===== config.mk =====
export PLATFORM = sky130hd
export DESIGN_NAME = up_sample_nn_affine_controller
export DESIGN_NICKNAME = d
export VERILOG_FILES = /design/src/rtl/up_sample_nn_affine_controller.sv
export SDC_FILE = /design/constraint.sdc
export NUM_CORES = 1
export LEC_CHECK = 0
export CORE_MARGIN = 4
export CORE_UTILIZATION = 40
export DETAILED_ROUTE_END_ITERATION = 10
export PLACE_DENSITY = 0.62
export SYNTH_ARGS = -nofsm -noshare
export SYNTH_HDL_FRONTEND = slang
export SYNTH_SLANG_ARGS = --single-unit
export TNS_END_PERCENT = 20

===== constraint.sdc =====
create_clock -name clk -period 3.1 [get_ports clk]
set_input_delay 0.31 -clock clk [delete_from_list [all_inputs] [get_ports clk]]
set_output_delay 0.31 -clock clk [all_outputs]
set_load 0.01 [all_outputs]

===== src/rtl/up_sample_nn_affine_controller.sv =====
// Affine loop-nest controller for the up_sample nearest-neighbour op: start delay,
// then an odometer walk over (d0,d1,d2) at a fixed initiation interval, then done.
module up_sample_nn_affine_controller #(
    parameter int START_DELAY = 4,
    parameter int II          = 1,
    parameter int EXTENT_0    = 1,
    parameter int EXTENT_1    = 128,
    parameter int EXTENT_2    = 128
) (
    input  logic        clk,
    input  logic        rst_n,
    input  logic        flush,
    input  logic        stall,
    output logic        valid,
    output logic [15:0] d [2:0],
    output logic        done
);

    typedef enum logic [1:0] {
        ST_DELAY = 2'd0,
        ST_RUN   = 2'd1,
        ST_DONE  = 2'd2
    } state_t;

    localparam int EXT [3] = '{EXTENT_0, EXTENT_1, EXTENT_2};

    state_t      state_reg, state_next;
    logic [15:0] delay_cnt_reg, delay_cnt_next;
    logic [7:0]  ii_cnt_reg, ii_cnt_next;
    logic [15:0] d_reg [2:0];
    logic [15:0] d_next [2:0];
    logic [2:0]  at_max;
    logic        fire;

    generate
        for (genvar gi = 0; gi < 3; gi++) begin : g_max
            assign at_max[gi] = (d_reg[gi] == 16'(EXT[gi] - 1));
        end
    endgenerate

    always_ff @(posedge clk or negedge rst_n) begin
        if (!rst_n) begin
            state_reg     <= ST_DELAY;
            delay_cnt_reg <= '0;
            ii_cnt_reg    <= '0;
            d_reg[0]      <= '0;
            d_reg[1]      <= '0;
            d_reg[2]      <= '0;
        end else begin
            state_reg     <= state_next;
            delay_cnt_reg <= delay_cnt_next;
            ii_cnt_reg    <= ii_cnt_next;
            d_reg[0]      <= d_next[0];
            d_reg[1]      <= d_next[1];
            d_reg[2]      <= d_next[2];
        end
    end

    // flush overrides everything, including a fire presented in the same cycle
    always_comb begin
        state_next     = state_reg;
        delay_cnt_next = delay_cnt_reg;
        ii_cnt_next    = ii_cnt_reg;
        d_next[0]      = d_reg[0];
        d_next[1]      = d_reg[1];
        d_next[2]      = d_reg[2];
        if (flush) begin
            state_next     = ST_DELAY;
            delay_cnt_next = '0;
            ii_cnt_next    = '0;
            d_next[0]      = '0;
            d_next[1]      = '0;
            d_next[2]      = '0;
        end else begin
            case (state_reg)
                ST_DELAY: begin
                    delay_cnt_next = delay_cnt_reg + 16'd1;
                    if (delay_cnt_reg == 16'(START_DELAY)) begin
                        state_next = ST_RUN;
                    end
                end
                ST_RUN: begin
                    if (fire) begin
                        ii_cnt_next = (II > 1) ? 8'd1 : 8'd0;
                        if (&at_max) begin
                            state_next = ST_DONE;
                        end else begin
                            d_next[2] = at_max[2] ? 16'd0 : d_reg[2] + 16'd1;
                            if (at_max[2]) begin
                                d_next[1] = at_max[1] ? 16'd0 : d_reg[1] + 16'd1;
                                if (at_max[1]) begin
                                    d_next[0] = d_reg[0] + 16'd1;
                                end
                            end
                        end
                    end else if (!stall && ii_cnt_reg != 8'd0) begin
                        ii_cnt_next = (ii_cnt_reg == 8'(II - 1)) ? 8'd0 : ii_cnt_reg + 8'd1;
                    end
                end
                default: begin
                    state_next = ST_DONE;
                end
            endcase
        end
    end

    always_comb begin
        fire  = (state_reg == ST_RUN) && (ii_cnt_reg == 8'd0) && !stall;
        valid = fire;
        done  = (state_reg == ST_DONE);
        d[0]  = d_reg[0];
        d[1]  = d_reg[1];
        d[2]  = d_reg[2];
    end

endmodule


==> impl_metrics.py, run 1 <==
metrics = {
    "logic_synthesis": {
        "synth_top_family_by_area": "simple AND/OR/NAND/NOR gates",
        "async_reset_ff_share_pct": 100,
        "synth_area_leaders": "dfrtp_1, nand3_1, a21oi_1",
        "synthXorXnorAreaFrac_pct": 3.98,
        "synth-simple-area-share_pct": 28.8,
        "synthMuxAreaShare_pct": 0.957,
        "avgSynthCellArea_um2": 9.06,
        "synthAdderAreaFrac_pct": 2.39,
        "yosysWarnings": 0,
        "ys_seq_area_share_pct": 44.2,
        "ys_types": 53,
        "ys_ff_latch": 74,
        "syn-instance-count": 462,
        "synthFlopType": "dfrtp_1",
        "synth_edf_count": 0,
        "synth_top_cell_by_area": "dfrtp_1",
        "netlist_area_mm2": 0.00419,
        "yosysTopAreaCellShare_pct": 44.2,
        "syn_nets": 474,
        "synth_compound_area_share_pct": 15.9,
    },
    "cells_and_area": {
        "multiInputGateArea_mm2": 0.00218,
        "area_delta_synth_final_pct": 22.5,
        "nets": 534,
        "drive_above_1_share_pct": 7.97,
        "antenna_cells": 0,
        "final_area_mm2": 0.00512,
        "seq_area_mm2": 0.00185,
        "largest_register_ffs": 48,
        "finalNonFillerCells": 663,
        "fill_cells": 977,
    },
    "worst_setup_path": {
        "crit_type": "reg2reg",
        "critPathArrivalTime_ns": 3.03,
        "cp_max_fo": 14,
        "critPathRequiredTime_ns": 3.36,
        "worstSetupEndpointType": "flop",
        "startpoint_type": "flop",
    },
    "sta": {
        "setup_viol": 0,
        "grt_setup_unrepaired": "false",
        "tns_ns": 0,
        "period_minus_slack_ns": 2.77,
        "slew_viol_final": 0,
        "max_freq_mhz": 362,
        "worst_pin_slew_ns": 0.716,
        "setup_ws_ns": 0.335,
        "fin_crit_sh_pct": 89.2,
        "finalHoldViolations": 0,
        "slew_headroom_pct": 52.3,
        "clock_skew_ns": 0.0138,
    },
    "floorplan": {
        "die_height_um": 110,
        "row_count": 37,
        "design.core.area_mm2": 0.0103,
        "die_x_um": 110,
        "io_pins": 54,
        "die_area_mm2": 0.0122,
        "start_util_pct": 40.7,
    },
    "pwr": {
        "power.leakage_nw": 1.98,
        "clkPwrFrac_pct": 43.9,
        "pwr-share-seq_pct": 49.9,
        "netSwitchingFraction_pct": 23.6,
        "peakVddDrop_uv": 239,
        "combPwrFrac_pct": 6.2,
        "powerDensity_mw_per_mm2": 388,
        "power.internal_mw": 1.52,
        "p_sw_uw": 470,
    },
    "detailed_routing": {
        "wire_per_inst_um": 16.2,
        "ant_nets": 0,
        "vias_per_cell": 5.73,
        "routed_wl_um": 10700,
        "dr.first_iter.drc_count": 192,
        "route.vias.total": 3796,
        "drc": 0,
        "dr.pass1.iters": 5,
    },
    "global_routing": {
        "globalRouteMet2Util_pct": 29.9,
        "grt_pass1_vias": 3637,
        "grt.met1_usage_pct": 25.7,
        "grt_max_degree": 43,
        "antenna_found_initial": 0,
        "grt.overflow.total": 0,
        "grt_pass1_wl_um": 18000,
        "use_met3_pct": 2.39,
        "grt_usage_pct": 18.5,
        "top_usage_layer": "met2",
    },
    "placement": {
        "place_area_mm2": 0.00490,
        "place_ws_ns": 0.360,
        "dp_hpwl_um": 7460,
        "place_inst": 647,
        "place_congestion": 0.890,
        "io_buffers": 53,
    },
    "cts": {
        "h-tree-depth": 3,
        "ctsResizeCount": 0,
        "clk_pin_slew_ns": 0.08,
        "insertion_delay_ns": 0.35,
        "cts_tree": "built",
        "clock-sinks": 74,
        "clockBufferDepth": 2,
        "cts.root.buffer_cell": "clkbuf_8",
        "cts_hold_buffers": 0,
        "cts_buffers": 9,
        "post-cts-setup-buffers": 0,
    },
    "run": {
        "maxCapViolCount": 0,
    },
    "hold_path": {
        "worstHoldPathType": "in2async",
    },
    "run_status": {
        "status": "finished clean",
    },
}
-- cell families (layout without fill, tap and decap cells) --
| kind of cell | Yosys count | in the layout |
|---|---|---|
| DFF | 74 | 74 |
| AOI/OAI and AO/OA | 103 | 103 |
| and+or+nand+nor | 215 | 215 |
| buffers and inverters | 39 | 104 |
| muxes | 4 | 4 |
| xor gates and xnor gates | 19 | 19 |
| adders and majority gates | 8 | 8 |
-- per-layer routing --
layer | wire length, µm | share of wire (%) | up-vias
met5 | 0 | 0 | -
met4 | 141 | 1.3 | 0
met3 | 477 | 4.4 | 13
met2 | 5170 | 48 | 90
met1 | 4950 | 46 | 1843
li1 | - | - | 1850
-- path summary, 6_finish.rpt --
check | start | depth (start not counted) | end | slack (ns)
min reg2reg | delay_cnt_reg[15] | 2 | delay_cnt_reg[15] | 0.55
min | rst_n | 1 | d[45] | 0.003
max reg2reg | d[32] | 6 | d[22] | 0.33
max in group asynchronous | rst_n | 2 | delay_cnt_reg[13] | 2.27
max | d[32] | 6 | d[22] | 0.33
min in group clk | flush | 2 | d[38] | 0.37
-- cell usage after synthesis (all sizes together), types with 13 or more instances --
library cell,number
nand4,18
nand3,34
nor3,17
nor4,14
inv,23
a21oi,29
nand2,36
or3,16
o31ai,13
o21ai,21
nor2,35
dfrtp,74
-- layout make-up --
type	count	area share, %
multi-input combinational	349	42.5
sequential	74	36.1
timing repair buffer	65	11.9
tap	136	3.32
clock buffer	12	3.03
inverter	23	1.68
clock inverter	4	1.44
-- placed cells by master (no fill, tap or decap), drive strengths merged, types with 6 or more instances in the layout --
master         instances
nand2                 36
clkbuf                12
clkdlybuf4s50         51
xor2                  12
a31oi                  6
buf                   14
a21oi                 29
nor2                  35
nand4                 18
inv                   23
or3                   16
xnor2                  7
ha                     8
and4                   6
nand3                 34
nor4                  14
or4                   12
o31ai                 13
dfrtp                 74
nor3                  17
o21ai                 21
-- power by group through the flow --
stage	logic (mW)	clock network (mW)	registers, mW
after floorplan	0.0664	0	1.01
after global placement	0.124	0	1.01
after detailed placement	0.126	0	1.01
after CTS	0.126	0.891	0.991
after global routing	0.141	0.938	0.993
final	0.124	0.871	0.991
-- through the flow --
stage	power, mW	utilization [%]	hold WS (ns)
2_1_floorplan	1.08	-	0.0144
3_3_place_gp	1.13	47.6	0.391
3_5_place_dp	1.14	47.6	0.405
4_1_cts	2.01	49.9	0.0229
5_1_grt	2.07	49.9	0.0606
6_report	1.99	49.9	0.00331
-- worst max-delay path: stages, from the launching register on --
cell	delay (ns)
dfrtp_1	0.47
ha_1	0.31
nor4bb_1	0.37
nand4_1	0.28
a311o_1	0.61
a211oi_1	0.42
mux2i_1	0.22
No activity file was read; power rests on OpenSTA's default activity.
==> inputs of run 2 (changes only) <==
CORE_MARGIN = not set   (was 4)
==> run 2 against run 1 <==
  * The run now ends with hold timing left
  * Final cell count shrank 0.45%
  * Combinational power is essentially flat
  * Via count grew 1.1%
  * Worst setup slack lost 0.047 ns
  * Flip-flop and latch count is the same
  * Clock-buffer cell count shrank 2
  * Non-clock buffer count is the same
  * Die area shrank 11%
  * Critical path type unchanged
  * Critical endpoint is now d[6]
  * Largest cell class unchanged
==> impl_metrics.py, run 2 (same netlist as run 1, synthesis figures left out) <==
metrics = {
    "run_status": {
        "violations": "hold timing",
        "status": "finished, violations left",
    },
    "floorplan": {
        "die_height_um": 104,
        "row_count": 36,
        "die_x_um": 104,
        "io_pins": 54,
        "die_area_mm2": 0.0109,
        "design.core.area_mm2": 0.00995,
        "start_util_pct": 42.0,
    },
    "sta": {
        "fin_crit_sh_pct": 90.7,
        "period_minus_slack_ns": 2.81,
        "clock_skew_ns": 0.00796,
        "slew_viol_final": 0,
        "tns_ns": 0,
        "slew_headroom_pct": 53.5,
        "max_freq_mhz": 356,
        "worst_pin_slew_ns": 0.697,
        "timing.hold.ws_ns": -0.00784,
        "setup_viol": 0,
        "setup_ws_ns": 0.288,
        "finalHoldViolations": 10,
        "grt_setup_unrepaired": "false",
    },
    "detailed_routing": {
        "drc": 0,
        "ant_nets": 0,
        "wire_per_inst_um": 16.0,
        "dr.pass1.iters": 4,
        "route.vias.total": 3837,
        "dr.first_iter.drc_count": 195,
        "vias_per_cell": 5.81,
        "routed_wl_um": 10600,
    },
    "pwr": {
        "p_sw_uw": 479,
        "power.leakage_nw": 1.98,
        "p_total_mw": 2.04,
        "clkPwrFrac_pct": 45.2,
        "powerDensity_mw_per_mm2": 395,
        "combPwrFrac_pct": 6.0,
        "netSwitchingFraction_pct": 23.5,
        "power.internal_mw": 1.56,
        "pwr-share-seq_pct": 48.8,
        "peakVddDrop_uv": 285,
    },
    "cts": {
        "clock-sinks": 74,
        "insertion_delay_ns": 0.35,
        "cts_tree": "built",
        "clk_pin_slew_ns": 0.08,
        "clockBufferDepth": 2,
        "cts.root.buffer_cell": "clkbuf_8",
        "h-tree-depth": 3,
        "ctsResizeCount": 0,
        "post-cts-setup-buffers": 0,
        "cts_hold_buffers": 0,
        "cts_buffers": 9,
    },
    "global_routing": {
        "grt_pass1_wl_um": 17900,
        "grt_usage_pct": 20.4,
        "grt.overflow.total": 0,
        "grt_pass1_vias": 3710,
        "grt_max_degree": 47,
        "antenna_found_initial": 0,
    },
    "worst_setup_path": {
        "worstSetupEndpointType": "flop",
        "critPathArrivalTime_ns": 3.09,
        "startpoint_type": "flop",
        "crit_type": "reg2reg",
        "critPathRequiredTime_ns": 3.38,
        "cp_max_fo": 21,
    },
    "cells_and_area": {
        "most-common-layout-cells": "dfrtp_1, clkdlybuf4s50_1, nand2_1",
        "largest_register_ffs": 48,
        "final_area_mm2": 0.00515,
        "utilization_pct": 51.7,
        "drive_above_1_share_pct": 7.97,
        "antenna_cells": 0,
        "final_common_cell": "dfrtp_1",
        "area_delta_synth_final_pct": 23.0,
        "nets": 534,
    },
    "placement": {
        "place_area_mm2": 0.00490,
        "place_congestion": 0.857,
        "dp_hpwl_um": 7220,
        "place_ws_ns": 0.369,
        "io_buffers": 53,
    },
    "run": {
        "maxCapViolCount": 0,
    },
    "hold_path": {
        "worstHoldPathType": "in2async",
    },
}
run 2: cell types whose count changed in the layout (fill, tap and decap cells not counted):
| cell | delta |
|---|---|
| bufinv_16 | +1 |
| clkinv_4 | +1 |
| buf_4 | -1 |
| clkinvlp_4 | +1 |
| buf_12 | +1 |
| clkinv_2 | -1 |
| clkbuf_8 | -2 |
run 2: power groups by stage:
stage	combinational (mW)	sequential, mW	clock [mW]
2_1_floorplan	0.0664	1.01	0
3_3_place_gp	0.124	1.01	0
3_5_place_dp	0.125	1.01	0
4_1_cts	0.126	0.992	0.946
5_1_grt	0.141	0.995	0.981
6_report	0.123	0.993	0.919
run 2: per-stage QoR:
step | std cells | hold WS [ns]
6_report | 660 | -0.00784
5_1_grt | 660 | 0.0310
4_1_cts | 660 | 0.0131
3_5_place_dp | 644 | 0.403
3_3_place_gp | 644 | 0.406
2_1_floorplan | 462 | 0.0144
run 2: critical path: stages (launching register included):
cell	delay, ns
dfrtp_1	0.46
ha_1	0.29
nor4bb_1	0.42
and4_1	0.30
nand4_2	0.44
buf_4	0.33
or3_1	0.35
a21oi_1	0.14
run 2: final timing paths:
path                        from  endpoint  slack, ns  cells past startpoint
setup / recovery           d[32]      d[6]       0.29                      7
hold reg to reg            d[47]     d[47]       0.55                      1
hold / removal             rst_n      d[9]     -0.008                      1
max in group asynchronous  rst_n     d[29]       2.40                      2
setup reg to reg           d[32]      d[6]       0.29                      7
min in group clk           flush      d[1]       0.49                      2
run 2: layer usage:
layer  wire length [µm]  vias up  GRT usage, %
li1                   -     1850             -
met1               4990     1887          27.6
met2               4990       89          32.9
met3                445       11          4.20
met4                127        0          5.61
met5                  0        -             0
run 2: layout make-up:
cell class,instances,area (µm²)
clock buffer,10,128
clock inverter,6,115
fill,926,4810
inverter,23,86.3
multi-input combinational,349,2180
sequential,74,1850
tap,133,166
timing repair buffer,65,623
==> inputs of run 3 (changes only) <==
CTS_BUF_LIST = sky130_fd_sc_hd__clkbuf_16   (was not set)
HOLD_SLACK_MARGIN = 0.02   (was not set)
==> run 3 against run 2 <==
  * Worst setup slack improved by 0.0023 ns
  * Final area rose by 2.0%
  * Sequential share of layout area fell by 0.69 points
  * The flow now finishes without violations
  * Global-route usage rose by 0.21 points
  * Flip-flop and latch count did not move
  * Largest cell class unchanged
  * Non-clock buffer count did not move
  * Clock power rose by 31%
  * Critical endpoint unchanged
  * Routed wire length fell by 0.18%
  * Register-to-register slack barely moved
  * Core utilization rose by 1.0 points
  * Sequential power barely moved
  * Critical path depth did not move
==> impl_metrics.py, run 3 (same netlist as run 1, synthesis figures left out) <==
metrics = {
    "global_routing": {
        "grt_pass1_vias": 3746,
        "grt_max_degree": 47,
        "grt.overflow.total": 0,
        "grt_pass1_wl_um": 18200,
        "antenna_found_initial": 0,
        "grt_usage_pct": 20.6,
    },
    "cts": {
        "cts_hold_buffers": 0,
        "clk_pin_slew_ns": 0.06,
        "ctsResizeCount": 0,
        "post-cts-setup-buffers": 0,
        "clock-sinks": 74,
        "insertion_delay_ns": 0.33,
        "cts.root.buffer_cell": "clkbuf_16",
        "cts_buffers": 9,
        "clockBufferDepth": 2,
        "h-tree-depth": 3,
        "cts_tree": "built",
    },
    "worst_setup_path": {
        "rrSetupSlack_ns": 0.29,
        "r2r_start": "d[32]",
        "critPathRequiredTime_ns": 3.35,
        "crit_type": "reg2reg",
        "cp_max_fo": 21,
        "reg2reg_depth": 7,
        "rr_endpoint": "d[6]",
        "startpoint_type": "flop",
        "slowest_stage": "dfrtp_1",
        "critical_path.max_stage_delay_ns": 0.47,
        "critPathArrivalTime_ns": 3.06,
        "cp_cell_sequence": "ha_1, nor4bb_1, and4_1, nand4_2, buf_4, or3_1, a21oi_1",
        "worstSetupEndpointType": "flop",
    },
    "floorplan": {
        "io_pins": 54,
        "die_height_um": 104,
        "design.core.area_mm2": 0.00995,
        "start_util_pct": 42.0,
        "row_count": 36,
        "die_area_mm2": 0.0109,
        "die_x_um": 104,
    },
    "pwr": {
        "powerDensity_mw_per_mm2": 442,
        "clkPwrFrac_pct": 51.8,
        "p_sw_uw": 512,
        "peakVddDrop_uv": 282,
        "combPwrFrac_pct": 5.3,
        "power.internal_mw": 1.81,
        "power.leakage_nw": 2.03,
        "netSwitchingFraction_pct": 22.1,
        "pwr-share-seq_pct": 42.9,
    },
    "detailed_routing": {
        "wire_per_inst_um": 16.0,
        "vias_per_cell": 5.80,
        "route.vias.total": 3830,
        "routed_wl_um": 10500,
        "drc": 0,
        "ant_nets": 0,
        "dr.first_iter.drc_count": 211,
        "dr.pass1.iters": 4,
    },
    "sta": {
        "grt_setup_unrepaired": "false",
        "period_minus_slack_ns": 2.81,
        "slew_headroom_pct": 53.1,
        "finalHoldViolations": 0,
        "clock_skew_ns": 0.00539,
        "slew_viol_final": 0,
        "max_freq_mhz": 356,
        "fin_crit_sh_pct": 90.6,
        "worst_pin_slew_ns": 0.703,
        "setup_viol": 0,
        "tns_ns": 0,
    },
    "cells_and_area": {
        "most-common-layout-cells": "dfrtp_1, clkdlybuf4s50_1, nand2_1",
        "drive_above_1_share_pct": 7.97,
        "nets": 534,
        "utilization_pct": 52.7,
        "area_delta_synth_final_pct": 25.4,
        "final_area_mm2": 0.00525,
        "largest_register_ffs": 48,
        "final_common_cell": "dfrtp_1",
        "antenna_cells": 0,
    },
    "placement": {
        "dp_hpwl_um": 7220,
        "place_area_mm2": 0.00490,
        "place_congestion": 0.857,
        "io_buffers": 53,
    },
    "run_status": {
        "status": "finished clean",
    },
    "hold_path": {
        "worstHoldPathType": "in2async",
    },
    "run": {
        "maxCapViolCount": 0,
    },
}
-- run 3: how the worst max path moves through the flow --
| stage | startpoint | to | slack, ns | cells past startpoint |
|---|---|---|---|---|
| floorplan | d[29] | d[13] | 0.73 | 6 |
| global placement | stall | d[6] | 0.45 | 8 |
| detailed placement | d[32] | d[6] | 0.37 | 7 |
| CTS | d[32] | d[14] | 0.34 | 6 |
| global route | d[32] | d[12] | 0.007 | 6 |
| finish | d[32] | d[6] | 0.29 | 7 |
-- run 3: through the flow --
step	setup slack, ns	power [mW]	std cells	hold WS, ns
after floorplan	0.728	1.08	462	0.0144
after global placement	0.447	1.14	644	0.406
after detailed placement	0.369	1.14	644	0.403
after CTS	0.342	2.35	660	0.0493
after global routing	0.00700	2.40	660	0.0669
final	0.290	2.32	660	0.0247
-- run 3: power groups by stage --
stage	Clock [mW]	Combinational, mW	Sequential (mW)
after floorplan	0	0.0664	1.01
after global placement	0	0.124	1.01
after detailed placement	0	0.125	1.01
after CTS	1.23	0.126	0.994
after global routing	1.26	0.141	0.996
final	1.20	0.123	0.995
-- run 3: layer usage --
metal	global-route usage, %	vias to the layer above	share of wire [%]
li1	-	1863	-
met1	27.7	1884	49
met2	33.5	76	47
met3	4.20	7	3.3
met4	5.41	0	0.88
met5	0	-	0
-- run 3: worst max-delay path: cells and delay by family, from the launching register on --
family | cells | cell delay, ns
buffers and inverters | 1 | 0.32
adders and majority gates | 1 | 0.30
and+or+nand+nor | 4 | 1.48
DFF | 1 | 0.47
AOI/OAI and AO/OA | 1 | 0.14
-- run 3: cell type report --
type,instances,area (µm²)
Clock buffer,9,225
Clock inverter,7,119
Fill cell,912,4710
Inverter,23,86.3
Multi-Input combinational cell,349,2180
Sequential cell,74,1850
Tap cell,133,166
Timing Repair Buffer,65,623
